===== src/rtl/nes_pkg.sv =====
// Shared constants and state type for the NES controller device and console-side interface.
package nes_pkg;

    localparam int unsigned NUM_BUTTONS = 8;

    localparam int unsigned BTN_A      = 0;
    localparam int unsigned BTN_B      = 1;
    localparam int unsigned BTN_SELECT = 2;
    localparam int unsigned BTN_START  = 3;
    localparam int unsigned BTN_UP     = 4;
    localparam int unsigned BTN_DOWN   = 5;
    localparam int unsigned BTN_LEFT   = 6;
    localparam int unsigned BTN_RIGHT  = 7;

    typedef enum logic [1:0] {
        LOAD,
        SHIFT,
        EMPTY
    } dev_state_e;

endpackage


===== src/rtl/nes_controller_device_if.sv =====
// Console-side pad lines: latch and shift clock from the console, active-low data back.
interface nes_controller_device_if;

    logic console_latch;
    logic console_clk;
    logic serial_n;

    modport master (
        output console_latch,
        output console_clk,
        input  serial_n
    );

    modport slave (
        input  console_latch,
        input  console_clk,
        output serial_n
    );

endinterface


===== src/rtl/nes_sync_edge.sv =====
// Multi-flop synchronizer for an asynchronous console line, with rise/fall pulse detection.
module nes_sync_edge #(
    parameter int unsigned STAGES = 2
) (
    input  logic clk,
    input  logic rst,
    input  logic d_i,
    output logic level_o,
    output logic rise_o,
    output logic fall_o
);

    logic [STAGES-1:0] sync_q;
    logic              dly_q;

    always_ff @(posedge clk) begin
        if (rst) begin
            sync_q <= '0;
            dly_q  <= 1'b0;
        end else begin
            sync_q <= {sync_q[STAGES-2:0], d_i};
            dly_q  <= sync_q[STAGES-1];
        end
    end

    assign level_o = sync_q[STAGES-1];
    assign rise_o  = sync_q[STAGES-1] & ~dly_q;
    assign fall_o  = ~sync_q[STAGES-1] & dly_q;

endmodule


===== src/rtl/nes_controller_device.sv =====
// NES pad responder: shifts 8 button bits onto the console's active-low serial line.
// Optional A/B turbo is enabled with `define NES_DEVICE_TURBO_EN.
module nes_controller_device
    import nes_pkg::*;
#(
    parameter int unsigned SYNC_STAGES = 2,
    parameter int unsigned TURBO_POLLS = 2
) (
    input  logic                   clk,
    input  logic                   rst,
    input  logic [NUM_BUTTONS-1:0] buttons_i,
    nes_controller_device_if.slave console,
    output logic                   poll_o,
    output logic                   done_o,
    output logic [3:0]             bit_cnt_o
`ifdef NES_DEVICE_TURBO_EN
    ,
    input  logic [1:0]             turbo_en_i
`endif
);

    if (SYNC_STAGES < 2 || SYNC_STAGES > 4 || TURBO_POLLS < 1) begin : g_bad_cfg
        $error("nes_controller_device: illegal SYNC_STAGES or TURBO_POLLS");
    end

    logic lat_s, lat_rise, lat_fall;
    logic ck_s, ck_rise, ck_fall;

    nes_sync_edge #(.STAGES(SYNC_STAGES)) u_sync_latch (
        .clk    (clk),
        .rst    (rst),
        .d_i    (console.console_latch),
        .level_o(lat_s),
        .rise_o (lat_rise),
        .fall_o (lat_fall)
    );

    nes_sync_edge #(.STAGES(SYNC_STAGES)) u_sync_clk (
        .clk    (clk),
        .rst    (rst),
        .d_i    (console.console_clk),
        .level_o(ck_s),
        .rise_o (ck_rise),
        .fall_o (ck_fall)
    );

    logic unused_sync;
    assign unused_sync = ^{lat_rise, ck_s, ck_fall};

    dev_state_e             state_q, state_d;
    logic [NUM_BUTTONS-1:0] shreg_q, shreg_d;
    logic [3:0]             cnt_q, cnt_d;
    logic                   serial_q, serial_d;
    logic                   done;
    logic [NUM_BUTTONS-1:0] eff;

`ifdef NES_DEVICE_TURBO_EN
    localparam int unsigned PollW = (TURBO_POLLS > 1) ? $clog2(TURBO_POLLS) : 1;

    logic [PollW-1:0] poll_cnt_q, poll_cnt_d;
    logic             phase_q, phase_d;

    always_comb begin
        poll_cnt_d = poll_cnt_q;
        phase_d    = phase_q;
        if (lat_fall) begin
            if (poll_cnt_q == PollW'(TURBO_POLLS - 1)) begin
                poll_cnt_d = '0;
                phase_d    = ~phase_q;
            end else begin
                poll_cnt_d = poll_cnt_q + 1'b1;
            end
        end
    end

    always_ff @(posedge clk) begin
        if (rst) begin
            poll_cnt_q <= '0;
            phase_q    <= 1'b0;
        end else begin
            poll_cnt_q <= poll_cnt_d;
            phase_q    <= phase_d;
        end
    end

    // Phase 0 masks the turbo button so the first polls after reset read released.
    always_comb begin
        eff        = buttons_i;
        eff[BTN_A] = buttons_i[BTN_A] & (~turbo_en_i[0] | phase_q);
        eff[BTN_B] = buttons_i[BTN_B] & (~turbo_en_i[1] | phase_q);
    end
`else
    assign eff = buttons_i;
`endif

    // A held latch overrides everything, including a same-cycle clock rise.
    always_comb begin
        state_d = state_q;
        shreg_d = shreg_q;
        cnt_d   = cnt_q;
        done    = 1'b0;
        if (lat_s) begin
            state_d = LOAD;
            shreg_d = eff;
            cnt_d   = 4'd0;
        end else begin
            unique case (state_q)
                LOAD: begin
                    if (lat_fall) state_d = SHIFT;
                end
                SHIFT: begin
                    if (ck_rise) begin
                        shreg_d = {1'b1, shreg_q[NUM_BUTTONS-1:1]};
                        cnt_d   = cnt_q + 4'd1;
                        if (cnt_q == 4'd7) begin
                            state_d = EMPTY;
                            done    = 1'b1;
                        end
                    end
                end
                EMPTY: ;
                default: state_d = LOAD;
            endcase
        end
        serial_d = (state_d == EMPTY) ? 1'b0 : ~shreg_d[0];
    end

    always_ff @(posedge clk) begin
        if (rst) begin
            state_q  <= LOAD;
            shreg_q  <= '0;
            cnt_q    <= 4'd0;
            serial_q <= 1'b1;
        end else begin
            state_q  <= state_d;
            shreg_q  <= shreg_d;
            cnt_q    <= cnt_d;
            serial_q <= serial_d;
        end
    end

    assign console.serial_n = serial_q;
    assign poll_o           = lat_fall;
    assign done_o           = done;
    assign bit_cnt_o        = cnt_q;

endmodule


===== src/flat_wrapper.sv =====
// flat-port wrapper written by rule: the top's interface ports become plain ports
module nes_controller_device_flat import nes_pkg::*;
#(
    parameter int unsigned SYNC_STAGES = 2,
    parameter int unsigned TURBO_POLLS = 2
)
  (clk, rst, buttons_i, poll_o, done_o, bit_cnt_o, console_console_latch, console_console_clk, console_serial_n);
  nes_controller_device_if console_i ();
  input  logic clk;
  input  logic rst;
  input  logic [NUM_BUTTONS-1:0] buttons_i;
  output logic poll_o;
  output logic done_o;
  output logic [3:0] bit_cnt_o;
  input wire logic [$bits(console_i.console_latch)-1:0] console_console_latch;
  input wire logic [$bits(console_i.console_clk)-1:0] console_console_clk;
  output wire logic [$bits(console_i.serial_n)-1:0] console_serial_n;
  assign console_i.console_latch = console_console_latch;
  assign console_i.console_clk = console_console_clk;
  assign console_serial_n = console_i.serial_n;
  nes_controller_device #(.SYNC_STAGES(SYNC_STAGES), .TURBO_POLLS(TURBO_POLLS)) u_core (.clk(clk), .rst(rst), .buttons_i(buttons_i), .console(console_i), .poll_o(poll_o), .done_o(done_o), .bit_cnt_o(bit_cnt_o));
endmodule

===== config.mk =====
export PLATFORM = sky130hd
export DESIGN_NAME = nes_controller_device_flat
export DESIGN_NICKNAME = d
export VERILOG_FILES = /design/src/rtl/nes_pkg.sv /design/src/rtl/nes_controller_device_if.sv /design/src/rtl/nes_sync_edge.sv /design/src/rtl/nes_controller_device.sv /design/src/flat_wrapper.sv
export SDC_FILE = /design/constraint.sdc
export NUM_CORES = 1
export LEC_CHECK = 0
export ABC_AREA = 1
export CAP_MARGIN = 25
export CORE_MARGIN = 1
export CORE_UTILIZATION = 52
export DETAILED_ROUTE_END_ITERATION = 8
export PLACE_DENSITY = 0.84
export SYNTH_ARGS = -nofsm -noshare
export SYNTH_HDL_FRONTEND = slang
export SYNTH_SLANG_ARGS = --single-unit
export TNS_END_PERCENT = 10

===== constraint.sdc =====
create_clock -name clk -period 1.9 [get_ports clk]
set_clock_uncertainty 0.05 [all_clocks]
set_input_delay 0.38 -clock clk [delete_from_list [all_inputs] [get_ports clk]]
set_output_delay 0.38 -clock clk [all_outputs]
set_load 0.05 [all_outputs]

; ---- Word level (Yosys, flattened, before mapping)
; Cells that the tools add are included.
[word_totals]
reg_bits = 21
input_bits = 12
[op_classes]
add_sub_neg = 1
eq_ne = 4
n_mux = 13
bitwise_logic = 5
reduce_logical = 6
[ops]
columns = operator, count
row1 = $mux 8, 3
row2 = $mux 2, 4
row3 = $pmux 2 s3, 1
row4 = $mux 1, 5
row5 = $add 4x1->4 const B, 1
row6 = $eq 2x2->1 const B, 2
row7 = $eq 4x3->1 const B, 1
row8 = $reduce_and 2->1, 2
row9 = $reduce_bool 2->1, 2
row10 = $not 1->1, 3
row11 = $and 1x1->1, 2
row12 = $eq 2x1->1 const B, 1
row13 = $logic_not 2->1, 1
row14 = $reduce_or 2->1, 1

; ---- Longest topological paths before layout
[logic_depth]
depth_word = 7
depth_mapped = 8
mapped_depth_nobuf = 8

; ---- Modules after synthesis
; Synthesis repeated with hierarchy kept, for this count alone.
[hier_totals]
cells_unflattened = 116
area_unflattened_um2 = 857.1
[by_module_without_submodules]
columns = mod, instances, cells_per_inst, area_each_um2, seq_area_each_um2
row1 = nes_controller_device, 1, 92, 669.4, 300.3
row2 = nes_sync_edge, 2, 12, 93.8, 60.1

; ---- Least setup slack after synthesis
; Ideal clock, no wire load.
[synth_timing]
path_kind = reg2out
startpoint = register u_core.cnt_q[1], in the netlist u_core.bit_cnt_o[1]
endpoint = output done_o
arrival_ns = 1.559
required_time_ns = 1.470
path_slack_ns = -0.089
path_stages_with_launch = 6
path_cell_list = dfxtp_1 ha_1 inv_1 nor3_1 nand2_1 inv_1
[synth_via]
elab_chain_cells = 5
[synth_rtl]
columns = element, line_no
row1 = from (decl), nes_controller_device.sv:52  ; logic [3:0] cnt_q, cnt_d;
row2 = from (signal assigned), nes_controller_device.sv:137  ; cnt_q <= cnt_d;
row3 = $eq 4x3->1, nes_controller_device.sv:115  ; if (cnt_q == 4'd7) begin
row4 = $mux 1, nes_controller_device.sv:115
row5 = $mux 1, nes_controller_device.sv:112  ; if (ck_rise) begin
row6 = $mux 1, nes_controller_device.sv:107  ; unique case (state_q)
row7 = $mux 1, nes_controller_device.sv:102  ; if (lat_s) begin
row8 = to (decl), flat_wrapper.sv:13  ; output logic done_o;
; Every way passes these cells.

; ---- Final worst setup path
[layout_timing]
startpoint = register u_core.serial_q, in the netlist u_core.console.serial_n
endpoint = output console_serial_n
[layout_rtl]
columns = element, line_no
row1 = from (decl), nes_controller_device.sv:53  ; logic serial_q, serial_d;
row2 = from (signal assigned), nes_controller_device.sv:138  ; serial_q <= serial_d;
row3 = to (decl), flat_wrapper.sv:17  ; output wire logic [$bits(console_i.serial_n)-1:0] console_serial_n;
; No word-level cell between the ends.

==> results.ini <==
[worst_hold_path]
min-delay-path-class = register to register

[power]
power.leakage_nw = 0.5533
p_switching_mw = 0.1794
clkPwrFrac_pct = 28.4
power.ir.vdd_worst_v = 0.0005529
power.combinational.fraction_pct = 10.3
seq_power_share_pct = 61.2
power_per_cell_area_nw_per_um2 = 642.1
swShare_pct = 23.88
total_power_mw = 0.7512
cell_internal_pwr_mw = 0.5718

[outcome]
violations = design-rule violations
run_status = finished with violations

[timing]
setup_viol = 0
timing_hold_violations_final = 0
final-max-slew-violation-count = 0
setup_slack_ns = 0.03216
worst_slew_pin_slew_ns = 0.4903
shortest_period_the_worst_path_allows_ns = 1.868
maxSlewHeadroom_pct = 67.21
finalHoldWorstSlack_ns = 0.3569
min_period_over_period_pct = 98.31
totalNegativeSetupSlack_ns = 0
fmaxAchievable_mhz = 535.4

[global_routing]
maximum_number_of_pins_on_one_net_before_global_route_repair = 13
grt_resource_usage_total_pct = 20.23
first_pass_grt_wire_length_um = 2835
grt_overflow = 0
first_global_vias = 722
antenna_found_initial = 0

[placement]
numPortBuffers = 18
pre_cts_ws_ns = 0.3104
dpl_cell_area_um2 = 1119
post-dp-hpwl_um = 1295
place.gp.congestion = 0.8444

[floorplan]
die-width_um = 43.74
floorplan.initialDensity_pct = 58.11
fp-row-count = 14
fp.dieH_um = 43.74
placeableCoreArea_um2 = 1559
top_level_ports = 19
dieArea_um2 = 1913

[synth]
synth_async_sr_flop_share_pct = 0
synthesis.yosys.warnings = 0
yosys.area.top_type = sky130_fd_sc_hd__dfxtp_1
synth_edf_count = 0
post_synth_fa_ha_maj_area_fraction_pct = 1.381
synth_top_cells_by_count = sky130_fd_sc_hd__nand2_1, sky130_fd_sc_hd__inv_1, sky130_fd_sc_hd__dfxtp_1
post_synth_xor_area_fraction_pct = 0.9669
synth_simple_gate_area_share_pct = 33.70
yosysSeqAreaShare_pct = 46.41
postSynth.topFlopCell = sky130_fd_sc_hd__dfxtp_1
yosys_register_bits = 21
synthTopCellsByArea = sky130_fd_sc_hd__dfxtp_1, sky130_fd_sc_hd__nand2_1, sky130_fd_sc_hd__inv_1
synthesis.area_um2 = 905.9
synth_top_family_by_area = simple AND/OR/NAND/NOR gates
yosysTopAreaCellShare_pct = 46.41
synth.lib_cells_used.distinct = 18
synthesis.area_per_instance_um2 = 7.133
yosys.cell_count.top_type = sky130_fd_sc_hd__nand2_1
syn_inst = 127
total_nets_after_synthesis = 140
synth_compound_area_share_pct = 5.939
synth_mux_area_share_pct = 0

[critical_path]
path_buf_inv = 1
critical-path-max-stage-delay_ns = 0.79
worstPathRequired_ns = 1.47
timing.critical_path.max_delay_family = buffers and inverters
start_kind = register
crit_type = register to output pin
timing.critical_path.to_type = output pin
crit_path_max_fanout = 1
critical_path.slowest_cell = sky130_fd_sc_hd__clkdlybuf4s50_1
timing.critical_path.cells = clkdlybuf4s50_1
arrival_ns = 1.44

[finish]
post_route_cells_drive_above_1_share_pct = 17.88
layout-area-overhead-vs-synth_pct = 29.14
fillers = 116
post-route-cell-area_um2 = 1170
num_antenna_cells = 0
nNetsFinal = 165

[cts]
clock_latency_ns = 0.31
cts.sink_count = 21
htree_num_levels = 1
hold_buffers = 0
path_clk_slew_ns = 0.12
ctsLongestPathBuffers = 2
cts_buffers = 3
clk_root_buffer_cell = sky130_fd_sc_hd__clkbuf_4
tritoncts = yes

[detailed_routing]
viasPerCell = 4.952
routed_wire_length_per_instance_um = 10.33
drt-pass1-iter-count = 8
wirelength_um = 1725
drt_first_iter_violations = 14
final_antenna_net_count = 0
routed-via-count = 827
drc = 2

[job]
drv.max_cap_violation_count = 0

## stage by stage
step | util (%) | std cells
after global routing | 75.04 | 167
after CTS | 73.84 | 165
after global placement | 71.75 | 161
after detailed placement | 71.75 | 161
final | 75.04 | 167
after floorplan | - | 127
## what timing repair did
item	4_1_cts	5_1_grt
gates resized for setup	1	3
pin swaps	0	3
endpoints found under the setup margin	1	1
buffers inserted	0	2
## per-layer routing
metal,routed length (um),vias up,global-route usage (%)
met3,102,5,2.917
met5,0,-,0
met2,813,28,32.84
met4,42,0,13.13
met1,767,363,24.87
li1,-,431,-
## area by class of cell
type                            instances  area [um^2]  area share, %
Tap cell                               16        20.02          1.711
Multi-Input combinational cell         80        387.9          33.16
Inverter                               24        90.09          7.701
Clock buffer                            3        22.52          1.925
Timing Repair Buffer                   22        220.2          18.82
Sequential cell                        21        424.2          36.26
Clock inverter                          1        5.005         0.4278
## power groups by stage
stage / clock (mW) / sequential [mW] / combinational [mW]
floorplan: 0 / 0.472 / 0.0390
global placement: 0 / 0.469 / 0.0758
detailed placement: 0 / 0.470 / 0.0773
CTS: 0.219 / 0.460 / 0.0777
global route: 0.233 / 0.461 / 0.0863
finish: 0.213 / 0.460 / 0.0777
## cells by family (layout without fill, tap and decap cells)
family          after synthesis  in the layout
buf+inv                      26             50
simple gates                 69             69
compound gates                9              9
fa+ha+maj                     1              1
xor+xnor                      1              1
flops                        21             21
## layout by cell type, fill, tap and decap left out, drive strengths merged
cell type / netlist / layout
clkdlybuf4s50: 0 / 12
nor3: 1 / 1
dfxtp: 21 / 21
xnor2: 1 / 1
nand3: 14 / 14
buf: 1 / 10
nand2: 36 / 36
clkbuf: 1 / 3
nand4: 1 / 1
inv: 24 / 24
o21bai: 1 / 1
clkinv: 0 / 1
nor2: 17 / 17
o21ai: 3 / 3
ha: 1 / 1
a21boi: 1 / 1
a21oi: 4 / 4
## state kept, by name, summed over array words and instances (netlist names)
signal and flops:
u_core.console.serial_n 1, u_core.bit_cnt_o 4, u_core.u_sync_latch.sync_q 2, u_core.state_q 2, u_core.shreg_q 8, u_core.u_sync_clk.sync_q 2
u_core.u_sync_latch.dly_q 1, u_core.u_sync_clk.dly_q 1
## final timing paths
path	from	end	slack, ns	depth (start not counted)
max	u_core.console.serial_n	console_serial_n	0.03	1
min	u_core.u_sync_latch.sync_q[0]	u_core.u_sync_latch.sync_q[1]	0.36	2
max reg2reg	u_core.bit_cnt_o[1]	u_core.console.serial_n	0.71	6
min reg2reg	u_core.u_sync_latch.sync_q[0]	u_core.u_sync_latch.sync_q[1]	0.36	2
Note: power is estimated with default switching activity, not from simulation.
